[config.mk]
export PLATFORM = sky130hd
export DESIGN_NAME = gpo_pad_tx
export DESIGN_NICKNAME = d
export VERILOG_FILES = /design/src/rtl/gpo_pad_tx.sv
export SDC_FILE = /design/constraint.sdc
export NUM_CORES = 1
export LEC_CHECK = 0
export CAP_MARGIN = 10
export CORE_MARGIN = 2
export CORE_UTILIZATION = 56
export CTS_BUF_LIST = sky130_fd_sc_hd__clkbuf_4
export DETAILED_ROUTE_END_ITERATION = 16
export PLACE_DENSITY_LB_ADDON = 0.12
export SLEW_MARGIN = 20
export SYNTH_ARGS = -nofsm -noshare
export SYNTH_HDL_FRONTEND = slang
export SYNTH_SLANG_ARGS = --single-unit
[constraint.sdc]
create_clock -name CLK_I -period 2.7 [get_ports CLK_I]
set_input_delay 0.54 -clock CLK_I [delete_from_list [all_inputs] [get_ports CLK_I]]
set_output_delay 0.54 -clock CLK_I [all_outputs]
set_load 0.01 [all_outputs]
[src/rtl/gpo_pad_tx.sv]
// gpo_pad_tx: serial transmitter driving a general-purpose output pad.
// Accepts parallel words over a valid/ready handshake and shifts them onto the pad
// at a programmable bit period.
// OE_O rises GUARD cycles before the first bit and falls GUARD cycles after the last bit.
// Back-to-back words, handed over in the final cycle of a frame, follow with no gap.
//
// Ports:
//   CLK_I        core clock
//   RST_I        asynchronous reset, active-high
//   EN_I         block enable; low aborts any frame in flight
//   DIV_I        bit period minus 1
//   LSB_FIRST_I  1 = LSB shifted first, 0 = MSB first
//   IDLE_I       level driven on DO_O during lead/lag
//   DS_I         pad drive strength for the next frame
//   DATA_I       word to transmit
//   VALID_I      DATA_I valid
//   READY_O      block can accept a word (combinational)
//   DO_O         pad data out
//   OE_O         pad output enable
//   DS_O         pad drive strength
//   BUSY_O       frame in progress
//   DONE_O       one-cycle pulse per completed frame
module gpo_pad_tx #(
   parameter int DW    = 8,
   parameter int DIV_W = 8,
   parameter int GUARD = 2
) (
   input  logic             CLK_I,
   input  logic             RST_I,
   input  logic             EN_I,
   input  logic [DIV_W-1:0] DIV_I,
   input  logic             LSB_FIRST_I,
   input  logic             IDLE_I,
   input  logic [1:0]       DS_I,
   input  logic [DW-1:0]    DATA_I,
   input  logic             VALID_I,
   output logic             READY_O,
   output logic             DO_O,
   output logic             OE_O,
   output logic [1:0]       DS_O,
   output logic             BUSY_O,
   output logic             DONE_O
);

   localparam int BW = (DW > 1) ? $clog2(DW) : 1;
   localparam int GW = (GUARD > 1) ? $clog2(GUARD) : 1;
   localparam logic [BW-1:0] BIT_LAST = BW'(DW - 1);
   localparam logic [GW-1:0] GRD_LAST = GW'((GUARD > 0) ? GUARD - 1 : 0);

   typedef enum logic [1:0] {StIdle, StLead, StShift, StLag} state_e;

   state_e           state_q, state_d;
   logic [GW-1:0]    gcnt_q, gcnt_d;
   logic [DIV_W-1:0] div_cnt_q, div_cnt_d;
   logic [BW-1:0]    bit_cnt_q, bit_cnt_d;
   logic [DIV_W-1:0] div_q, div_d;
   logic             idle_q, idle_d;
   logic [DW-1:0]    sh_q, sh_d;
   logic             do_q, do_d;
   logic             oe_q, oe_d;
   logic [1:0]       ds_q, ds_d;
   logic             busy_q, busy_d;
   logic             done_q, done_d;

   logic             last_cycle;
   logic             xfer;
   logic [DW-1:0]    word;

   // Words are normalised to LSB-first at load so the shifter only ever moves one way.
   function automatic logic [DW-1:0] order(input logic [DW-1:0] w, input logic lsb);
      logic [DW-1:0] r;
      r = {<<{w}};
      return lsb ? w : r;
   endfunction

   assign last_cycle = (state_q == StShift) && (div_cnt_q == div_q) && (bit_cnt_q == BIT_LAST);
   assign READY_O    = EN_I && !RST_I && ((state_q == StIdle) || last_cycle);
   assign xfer       = VALID_I && READY_O;

   always_comb begin
      state_d   = state_q;
      gcnt_d    = gcnt_q;
      div_cnt_d = div_cnt_q;
      bit_cnt_d = bit_cnt_q;
      div_d     = div_q;
      idle_d    = idle_q;
      sh_d      = sh_q;
      do_d      = do_q;
      oe_d      = oe_q;
      ds_d      = ds_q;
      done_d    = 1'b0;
      word      = order(DATA_I, LSB_FIRST_I);

      if (!EN_I) begin
         // Abort: frame discarded, no DONE pulse; idle state is left untouched.
         if (state_q != StIdle) begin
            state_d = StIdle;
            oe_d    = 1'b0;
            do_d    = 1'b0;
         end
      end else begin
         unique case (state_q)
            StIdle: begin
               if (xfer) begin
                  div_d     = DIV_I;
                  idle_d    = IDLE_I;
                  ds_d      = DS_I;
                  oe_d      = 1'b1;
                  gcnt_d    = '0;
                  div_cnt_d = '0;
                  bit_cnt_d = '0;
                  if (GUARD > 0) begin
                     state_d = StLead;
                     do_d    = IDLE_I;
                     sh_d    = word;
                  end else begin
                     state_d = StShift;
                     do_d    = word[0];
                     sh_d    = word >> 1;
                  end
               end
            end
            StLead: begin
               if (gcnt_q == GRD_LAST) begin
                  state_d   = StShift;
                  gcnt_d    = '0;
                  div_cnt_d = '0;
                  bit_cnt_d = '0;
                  do_d      = sh_q[0];
                  sh_d      = sh_q >> 1;
               end else begin
                  gcnt_d = gcnt_q + 1'b1;
               end
            end
            StShift: begin
               if (div_cnt_q == div_q) begin
                  div_cnt_d = '0;
                  if (bit_cnt_q == BIT_LAST) begin
                     done_d    = 1'b1;
                     bit_cnt_d = '0;
                     if (xfer) begin
                        // Chained word: first bit and new drive strength land together.
                        div_d  = DIV_I;
                        idle_d = IDLE_I;
                        ds_d   = DS_I;
                        do_d   = word[0];
                        sh_d   = word >> 1;
                     end else if (GUARD > 0) begin
                        state_d = StLag;
                        gcnt_d  = '0;
                        do_d    = idle_q;
                     end else begin
                        state_d = StIdle;
                        oe_d    = 1'b0;
                        do_d    = 1'b0;
                     end
                  end else begin
                     bit_cnt_d = bit_cnt_q + 1'b1;
                     do_d      = sh_q[0];
                     sh_d      = sh_q >> 1;
                  end
               end else begin
                  div_cnt_d = div_cnt_q + 1'b1;
               end
            end
            StLag: begin
               if (gcnt_q == GRD_LAST) begin
                  state_d = StIdle;
                  gcnt_d  = '0;
                  oe_d    = 1'b0;
                  do_d    = 1'b0;
               end else begin
                  gcnt_d = gcnt_q + 1'b1;
               end
            end
            default: begin
               state_d = StIdle;
               oe_d    = 1'b0;
               do_d    = 1'b0;
            end
         endcase
      end

      busy_d = (state_d != StIdle);
   end

   always_ff @(posedge CLK_I or posedge RST_I) begin
      if (RST_I) begin
         state_q   <= StIdle;
         gcnt_q    <= '0;
         div_cnt_q <= '0;
         bit_cnt_q <= '0;
         div_q     <= '0;
         idle_q    <= 1'b0;
         sh_q      <= '0;
         do_q      <= 1'b0;
         oe_q      <= 1'b0;
         ds_q      <= 2'b00;
         busy_q    <= 1'b0;
         done_q    <= 1'b0;
      end else begin
         state_q   <= state_d;
         gcnt_q    <= gcnt_d;
         div_cnt_q <= div_cnt_d;
         bit_cnt_q <= bit_cnt_d;
         div_q     <= div_d;
         idle_q    <= idle_d;
         sh_q      <= sh_d;
         do_q      <= do_d;
         oe_q      <= oe_d;
         ds_q      <= ds_d;
         busy_q    <= busy_d;
         done_q    <= done_d;
      end
   end

   assign DO_O   = do_q;
   assign OE_O   = oe_q;
   assign DS_O   = ds_q;
   assign BUSY_O = busy_q;
   assign DONE_O = done_q;

endmodule

==> metrics.csv, run 1 <==
metric;value;unit
Peak Freq;385;MHz
die area;4350;sq um
Setup crit end kind;register;
status;completed;
synth top area cells;dfrtp_1, mux2_2, mux2_1, ha_1, xor2_1;
critical path startpoint category;register;
grt ovf;0;
core area;3690;sq um
post-synth net total;245;
CP Max Fanout;5;
minimum clock period;2.59;ns
Max Cap Viol;0;
DR WL/cell;16.2;microns
CTS Root Cell;clkbuf_4;
area share of the largest cell type after synthesis;43.0;%
via-per-instance ratio;5.87;
pin count of the biggest net entering global routing;38;
Die Span Y;66.0;microns
Top Layer Used;met4;
DRT met1 WL;2080;microns
Syn Area/Cell;10.1;sq um
routed wl met3;268;microns
Post-Synthesis Cells;214;
PortBufs;30;
row count;22;
CP Class;reg -> reg;
Chip Width;66.0;microns
CTS max path bufs;2;
worst slew pin tran;0.656;ns
Most used DFF post-synth;dfrtp_1;
met2 WL;2580;microns
antenna violations before repair;0;
vias in the first global route;1816;
HPWL Detailed;3420;microns
Synth Cell Area;2150;sq um
diode count;0;
DP Worst Slack;0.151;ns
Post-Synth Adder-Cell Area;4.07;%
Initial Util;58.3;%
cell area power density;829;nW/um^2
Clock transition at path regs;0.11;ns
CTS tree;done;
vias;1809;
GP Congestion;0.876;
Detail Route Antenna Nets;0;
H-tree level count;2;
register area share after synthesis;43.0;%
hold crit path type;reg -> reg;
Max Slew Vio Count;0;
Unique masters post-synth;41;
Async SR Flop Fraction;100;%
leading area contributor after synthesis;dfrtp_1;
Worst EP arrival;2.82;ns
final setup fails;0;
Overall Global Routing Usage;25.1;%
clock latency at the later pin of the worst-skew pair;0.35;ns
Post-synth EDFFs;0;
Max VDD drop;0.443;mV
synth-to-layout area growth;25.8;%
worst hold slack;0.516;ns
Final Cycle Share;96.1;%
Clock Skew;0.00870;ns
DRC;0;
proportion of layout cells with a drive suffix above 1;22.7;%
yosys warns;0;
nets@finish;291;
Pre-Repair DR Iteration Count;5;
Rel. slew slack;56.3;%
total power;2240;uW
Critical Path RT;2.93;ns
final wirelength;5000;microns
Final Util;73.4;%
Fin Setup TNS;0;ns
Simple-Gate Fraction of Synth Area;15.6;%
Iteration-0 DRC Markers;147;
largest family of logic cells by synthesized area;simple AND/OR/NAND/NOR gates;
mux cell area share after synthesis;15.5;%
# clock sinks;37;
Top Ports;31;
Num CTS Buffers;5;
Hold Vio Cnt, Final;0;
setup ws final;0.105;ns
Compound-Gate Fraction of Synth Area;14.1;%
Synth Area in XOR/XNOR;4.07;%
Yosys reg bits;37;
Leak;0.00121;uW
first-pass GRT wire length;8190;microns
==> final timing paths <==
check,start,to,slack (ns),depth (start not counted)
worst max-delay path,div_cnt_q[3],idle_q,0.11,11
worst min-delay path,DS_O[0],DS_O[0],0.52,1
worst max register to register,div_cnt_q[3],idle_q,0.11,11
worst min register to register,DS_O[0],DS_O[0],0.52,1
max in group asynchronous,RST_I,div_cnt_q[3],1.69,3
min in group asynchronous,RST_I,state_q[1],0.65,3
==> power by group <==
| group | total [uW] | switching, uW | internal (uW) |
|---|---|---|---|
| Clock | 269 | 176 | 93.4 |
| Combinational | 1080 | 519 | 558 |
| Sequential | 898 | 149 | 749 |
==> synth_stat cells (all sizes together), types with 5 or more instances <==
master / count
nand2b: 6
a22oi: 5
nand2: 17
clkbuf: 9
nor2: 13
xor2: 8
o21ai: 11
inv: 9
mux2: 27
ha: 7
nand3: 11
dfrtp: 37
a21oi: 14
nor3: 5
==> area by class of cell <==
class / instances / area (sq um)
multi-input combinational: 158 / 1190
fill: 273 / 982
sequential: 37 / 927
timing repair buffer: 49 / 445
tap: 48 / 60.1
clock buffer: 5 / 37.5
inverter: 9 / 33.8
clock inverter: 2 / 11.3
==> sequential cells by signal, indices dropped and copies added, names as in the netlist, 2 cells and up <==
register and flops:
div_cnt_q 8, div_q 8, sh_q 8, bit_cnt_q 3
DS_O 2, state_q 2
==> layer usage <==
metal  vias up  global-route usage, %
met2        63                   42.7
met1       884                   29.9
met3         5                   6.13
li1        857                      -
met5         -                      0
met4         0                   11.2
==> stage by stage <==
step,instances,cell area (sq um)
after global placement,291,2540
final,308,2710
after CTS,307,2660
after global routing,308,2710
after detailed placement,291,2540
after floorplan,214,2150
==> repair_timing <==
item / 4_1_cts / 5_1_grt
gates resized for setup: 2 / 16
buffers inserted: 9 / 2
pin swaps: 2 / 4
endpoints found under the setup margin: 1 / 11
hold buffers: 0 / 0
gates cloned: 0 / 1
==> critical path, cell delays in order, from the launching register on <==
cell     delay [ns]
dfrtp_2        0.46
xor2_1         0.18
nor4_2         0.37
nand3_1        0.16
buf_4          0.16
buf_4          0.12
buf_4          0.12
buf_4          0.12
buf_4          0.14
a21oi_4        0.17
buf_6          0.16
mux2_1         0.32
==> cells by family (layout without fill, tap and decap cells) <==
family / count (synthesis) / in the layout
compound gates: 45 / 45
xor+xnor: 10 / 10
flops: 37 / 37
simple gates: 66 / 66
buf+inv: 19 / 65
mux: 30 / 30
fa+ha+maj: 7 / 7
==> placed cells by master, fill, tap and decap left out, types with 2 or more instances in the layout <==
master / Yosys / final
o2bb2ai_1: 2 / 2
mux2_2: 16 / 15
nor4_2: 2 / 2
clkbuf_4: 0 / 5
clkdlybuf4s50_1: 0 / 29
mux2i_1: 3 / 3
buf_4: 1 / 17
nand2b_1: 6 / 6
mux2_4: 0 / 9
xor2_1: 8 / 8
buf_6: 0 / 2
a22oi_1: 5 / 5
nor3_1: 5 / 5
and3_1: 3 / 3
a221oi_1: 3 / 3
nor2_1: 13 / 13
a21oi_1: 12 / 12
o21ai_0: 11 / 11
nand3_1: 11 / 11
mux2_1: 11 / 3
xnor2_1: 2 / 2
and2_1: 3 / 3
inv_1: 9 / 9
ha_1: 7 / 7
nand2_1: 16 / 16
dfrtp_1: 37 / 36
Power figures use the tool's default switching activity.
==> inputs of run 2 (changes only) <==
--- a/config.mk
+++ b/config.mk
@@ -6,7 +6,7 @@
 export NUM_CORES = 1
 export LEC_CHECK = 0
 export CAP_MARGIN = 10
-export CORE_MARGIN = 2
+export CORE_MARGIN = 3
 export CORE_UTILIZATION = 56
 export CTS_BUF_LIST = sky130_fd_sc_hd__clkbuf_4
 export DETAILED_ROUTE_END_ITERATION = 16
==> run 2 against run 1 <==
Effect of this change:
- worst hold slack got worse by 0.018 ns
- global-route usage is 3.4 points lower
- cell count fell by 1.9%
- design area shrank 2.6%
- worst setup slack improved by 0.032 ns
- die area grew 6.2%
- non-clock buffer count is 5 lower
- clock-buffer cell count is 2 higher
- critical path type is now reg -> out
==> metrics.csv, run 2 (synthesis results as in run 1) <==
metric;value;unit;change
vias;1789;;-1.1%
Top Ports;31;;unchanged
CP cell instances;ha_1, ha_1, and2_4, nand3_1, nand2_1, and3_1, dlygate4sd2_1;;
commonest non-fill, non-tap cells in the layout;dfrtp_1, clkdlybuf4s50_1, nand2_1, mux2_2, buf_4;;
Die Span Y;68.0;microns;+3.0%
grt ovf;0;;unchanged
CP most frequent cell;ha_1;;
Final Util;74.8;%;+1.5 points
Critical Path RT;2.16;ns;-0.77 ns
PortBufs;30;;unchanged
Overall Global Routing Usage;21.7;%;-3.4 points
die area;4620;sq um;+6.2%
pin count of the biggest net entering global routing;38;;unchanged
DRC;0;;unchanged
diode count;0;;unchanged
HPWL Detailed;3390;microns;-0.96%
synth-to-layout area growth;22.5;%;
cell area power density;847;nW/um^2;+2.1%
Peak Freq;390;MHz;+1.2%
most common cell after layout, fill and taps aside;dfrtp_1;;
Detail Route Antenna Nets;0;;unchanged
CP Buf/Inv Count;1;;-5
H-tree level count;2;;unchanged
clock latency at the later pin of the worst-skew pair;0.35;ns;about the same
Leak;0.00117;uW;-3.2%
Post-DP Area;2530;sq um;-0.39%
launching point of the worst reg2reg path;div_cnt_q[2];;
setup ws final;0.137;ns;+0.0317 ns
core area;3520;sq um;-4.5%
WHS Endpoint;DS_O[0];;
via-per-instance ratio;5.92;;+0.86%
CP peak stage delay;0.42;ns;-0.04 ns
beginning of the worst hold path;DS_O[0];;
Max Cap Viol;0;;unchanged
first-pass GRT wire length;7490;microns;-8.5%
# clock sinks;37;;unchanged
RR Endpoint;bit_cnt_q[0];;
worst slew pin tran;0.497;ns;-0.159 ns
DR WL/cell;15.3;microns;-6.0%
CTS tree;done;;
antenna violations before repair;0;;unchanged
Clock Skew;0.0144;ns;+0.00570 ns
Top Registers;div_cnt_q: 8 flops, div_q: 8 flops, sh_q: 8 flops;;
WP depth;7;;-4
CTS Root Cell;clkbuf_4;;
final setup fails;0;;unchanged
Rel. slew slack;66.9;%;+11 points
Worst EP arrival;2.02;ns;-0.80 ns
Max Slew Vio Count;0;;unchanged
final wirelength;4610;microns;-7.8%
GP Congestion;0.856;;-2.3%
Fin Setup TNS;0;ns;unchanged
RSZ-0062 raised after global routing;false;;
Setup crit end kind;primary output;;
hold crit path type;reg -> reg;;
Clock transition at path regs;0.11;ns;about the same
Critical-path top delay cell;dfrtp_1;;
Reg2Reg Setup Slack;0.61;ns;+0.50 ns
nets@finish;286;;-1.7%
Chip Width;68.0;microns;+3.0%
status;completed;;
hold path cells;1;;unchanged
Hold Vio Cnt, Final;0;;unchanged
DP Worst Slack;0.0973;ns;-0.0535 ns
critical path's top delay family;simple AND/OR/NAND/NOR gates;;
Filler Cell Count;258;;-5.5%
R2R depth;7;;-4
Max VDD drop;0.453;mV;+2.4%
fin area;2640;sq um;-2.6%
Pre-Repair DR Iteration Count;4;;-1
vias in the first global route;1735;;-4.5%
proportion of layout cells with a drive suffix above 1;18.8;%;-3.9 points
minimum clock period;2.56;ns;-0.0317 ns
Initial Util;61.1;%;+2.8 points
critical path startpoint category;register;;
row count;21;;-4.5%
Iteration-0 DRC Markers;170;;+16%
Num CTS Buffers;5;;unchanged
worst hold slack;0.498;ns;-0.0180 ns
CP Max Fanout;9;;+4
Final Cycle Share;94.9;%;-1.2 points
CTS max path bufs;2;;unchanged
CP Class;reg -> out;;
[run 2: how the worst max path moves through the flow]
stage,start,end
after detailed placement,EN_I,bit_cnt_q[1]
final,bit_cnt_q[0],READY_O
after CTS,bit_cnt_q[0],READY_O
after floorplan,RST_I,READY_O
after global routing,div_q[5],READY_O
after global placement,EN_I,sh_q[2]
[run 2: power breakdown]
part | total [uW] | internal [uW] | switching, uW
logic | 1030 | 528 | 505
clock network | 306 | 123 | 184
registers | 892 | 749 | 143
[run 2: what timing repair did]
action	in CTS	in global routing
resized for setup	4	0
hold buffers	0	0
setup buffers	6	0
hold endpoints to repair	0	0
endpoints found under the setup margin	1	0
[run 2: layout make-up]
class	instances	area (sq um)	area share, %
multi-input combinational	158	1150	43.7
sequential	37	927	35.2
timing repair buffer	44	404	15.3
tap	46	57.6	2.18
clock buffer	7	52.6	1.99
inverter	9	33.8	1.28
clock inverter	1	7.51	0.285
[run 2: per-stage QoR]
step,power [uW],std cells
3_5_place_dp,1910,288
4_1_cts,2240,302
6_report,2230,302
3_3_place_gp,1850,288
5_1_grt,2380,302
2_1_floorplan,1570,214
[run 2: routing by layer]
metal | vias up | wire [microns] | global-route usage [%]
li1 | 844 | - | -
met1 | 889 | 1860 | 24.6
met2 | 51 | 2420 | 38.5
met3 | 5 | 284 | 5.25
met4 | 0 | 43 | 9.18
met5 | - | 0 | 0
[run 2: worst register-to-register path, delay by kind of cell, from the launching register on]
family,cells,cell delay [ns]
AND/OR/NAND/NOR,2,0.44
flip-flops,1,0.46
XOR/XNOR,1,0.16
buffers and inverters,2,0.29
AO/OA/AOI/OAI,1,0.27
multiplexers,1,0.36
==> inputs of run 3 (changes only) <==
--- a/config.mk
+++ b/config.mk
@@ -10,7 +10,7 @@
 export CORE_UTILIZATION = 56
 export CTS_BUF_LIST = sky130_fd_sc_hd__clkbuf_4
 export DETAILED_ROUTE_END_ITERATION = 16
-export PLACE_DENSITY_LB_ADDON = 0.12
+export PLACE_DENSITY = 0.82
 export SLEW_MARGIN = 20
 export SYNTH_ARGS = -nofsm -noshare
 export SYNTH_HDL_FRONTEND = slang
==> run 3 against run 2 <==
Effect of this change:
- clock-buffer cell count is 2 lower
- critical path depth is the same
- register-to-register slack got worse by 0.02 ns
- design area up 1.5%
- critical path type unchanged
- largest power group unchanged
==> metrics.csv, run 3 (synthesis results as in run 1) <==
metric;value;unit;change
CTS Root Cell;clkbuf_4;;
worst slew pin tran;0.544;ns;+0.0470 ns
first-pass GRT wire length;7890;microns;+5.2%
launching point of the worst reg2reg path;state_q[1];;
Setup crit end kind;primary output;;
RSZ-0062 raised after global routing;false;;
via-per-instance ratio;5.92;;-0.11%
Num CTS Buffers;5;;unchanged
diode count;0;;unchanged
vias in the first global route;1682;;-3.1%
CTS tree;done;;
core area;3520;sq um;unchanged
Fin Setup TNS;0;ns;unchanged
hold path cells;1;;unchanged
GRT met3 Usage;5.91;%;+0.66 points
met1 usage;32.2;%;+7.6 points
Pre-Repair DR Iteration Count;4;;unchanged
storage element area;926;sq um;-0.13%
most common cell after layout, fill and taps aside;dfrtp_1;;
R2R depth;7;;unchanged
synth-to-layout area growth;24.3;%;
clock latency at the later pin of the worst-skew pair;0.34;ns;about the same
Peak Freq;397;MHz;+1.7%
Clock Skew;0.00690;ns;-0.00749 ns
CP Class;reg -> out;;
multi-input logic area;1150;sq um;-0.22%
PortBufs;30;;unchanged
Filler Cell Count;265;;+2.7%
Final Cycle Share;93.4;%;-1.6 points
DR WL/cell;15.2;microns;-0.39%
Chip Width;68.0;microns;unchanged
Initial Util;61.1;%;unchanged
WHS Endpoint;DS_O[1];;
RR Endpoint;sh_q[1];;
proportion of layout cells with a drive suffix above 1;18.0;%;-0.78 points
row count;21;;unchanged
Critical Path RT;2.16;ns;about the same
nets@finish;286;;unchanged
Iteration-0 DRC Markers;175;;+2.9%
Detail Route Antenna Nets;0;;unchanged
total power;2360;uW;+5.9%
Top Registers;div_cnt_q: 8 flops, div_q: 8 flops, sh_q: 8 flops;;
Overall Global Routing Usage;22.7;%;+1.1 points
GR Layer Usage met2;34.4;%;-4.1 points
Hold Vio Cnt, Final;0;;unchanged
Clock transition at path regs;0.11;ns;about the same
Die Span Y;68.0;microns;unchanged
pin count of the biggest net entering global routing;38;;unchanged
commonest non-fill, non-tap cells in the layout;dfrtp_1, clkdlybuf4s50_1, nand2_1, mux2_2, buf_4;;
GP Congestion;0.786;;-8.1%
status;completed;;
# clock sinks;37;;unchanged
Worst EP arrival;1.98;ns;-0.04 ns
number of hold buffers added after cts;0;;unchanged
hold crit path type;reg -> reg;;
dpl cells;291;;+1.0%
DRC;0;;unchanged
minimum clock period;2.52;ns;-0.0420 ns
final wirelength;4590;microns;-0.39%
Rel. slew slack;63.8;%;-3.1 points
Most Crowded Layer GR;met2;;
Top Ports;31;;unchanged
antenna violations before repair;0;;unchanged
fin cells;302;;unchanged
final setup fails;0;;unchanged
beginning of the worst hold path;DS_O[1];;
Leak;0.00119;uW;+2.0%
CP Max Fanout;4;;-5
Max Cap Viol;0;;unchanged
critical path startpoint category;register;;
HPWL Detailed;3430;microns;+1.3%
H-tree level count;2;;unchanged
Reg2Reg Setup Slack;0.59;ns;-0.02 ns
die area;4620;sq um;unchanged
grt ovf;0;;unchanged
vias;1787;;-0.11%
CTS max path bufs;2;;unchanged
cell area power density;884;nW/um^2;+4.4%
Max VDD drop;0.533;mV;+18%
Max Slew Vio Count;0;;unchanged
## run 3: cell count changes in the layout (fill, tap and decap cells not counted)
cell | previous run | this run
bufinv_16 | 0 | 2
dfrtp_2 | 1 | 0
and2_1 | 2 | 3
dfrtp_1 | 36 | 37
clkinvlp_4 | 1 | 0
and2_4 | 1 | 0
clkbuf_4 | 7 | 5
clkinv_2 | 0 | 1
## run 3: what timing repair did
action / CTS / global route
hold endpoints to repair: 0 / 0
buffers inserted: 3 / 0
setup endpoints to repair: 1 / 0
gates resized for setup: 1 / 0
## run 3: how the worst max path moves through the flow
stage / start / end / slack (ns) / depth (start not counted)
final: bit_cnt_q[0] / READY_O / 0.18 / 7
after floorplan: RST_I / READY_O / 0.50 / 2
after global routing: bit_cnt_q[0] / READY_O / 0.07 / 7
after detailed placement: EN_I / sh_q[4] / 0.19 / 6
after global placement: EN_I / sh_q[1] / 0.22 / 6
after CTS: bit_cnt_q[0] / READY_O / 0.15 / 7
## run 3: where the power goes
group          switching [uW]  total, uW  leakage [uW]  internal, uW
logic                     500       1010      0.000668           511
registers                 138        887      0.000472           749
clock network             180        466     0.0000552           287
## run 3: final cells by class
type                    instances  share of cell area [%]
clock buffers                   5                    1.40
clock inverters                 3                    2.43
inverters                       9                    1.26
repair buffers                 44                    15.1
flip-flops and latches         37                    34.6
well taps                      46                    2.15
multi-input cells             158                    43.0
## run 3: critical path: stages, from the launching register on
cell and delay (ns):
dfrtp_1 0.42, ha_1 0.21, ha_1 0.22, and2_1 0.18, nand3_1 0.11, nand2_1 0.06
and3_1 0.18, dlygate4sd2_1 0.28
## run 3: metal layers
| metal | part of all wire [%] | vias up |
|---|---|---|
| met5 | 0 | - |
| met4 | 1.2 | 0 |
| met3 | 5.3 | 9 |
| met2 | 48 | 47 |
| met1 | 45 | 885 |
| li1 | - | 846 |
## run 3: stage by stage
stage                     hold WS (ns)  setup WS [ns]  utilization (%)  cell area, sq um
after CTS                        0.507          0.154             75.9              2670
after detailed placement         0.479          0.185             72.4              2550
after global placement           0.471          0.216             72.4              2550
after global routing             0.533         0.0681             75.9              2670
after floorplan                  0.462          0.500                -              2150
final                            0.500          0.179             75.9              2670
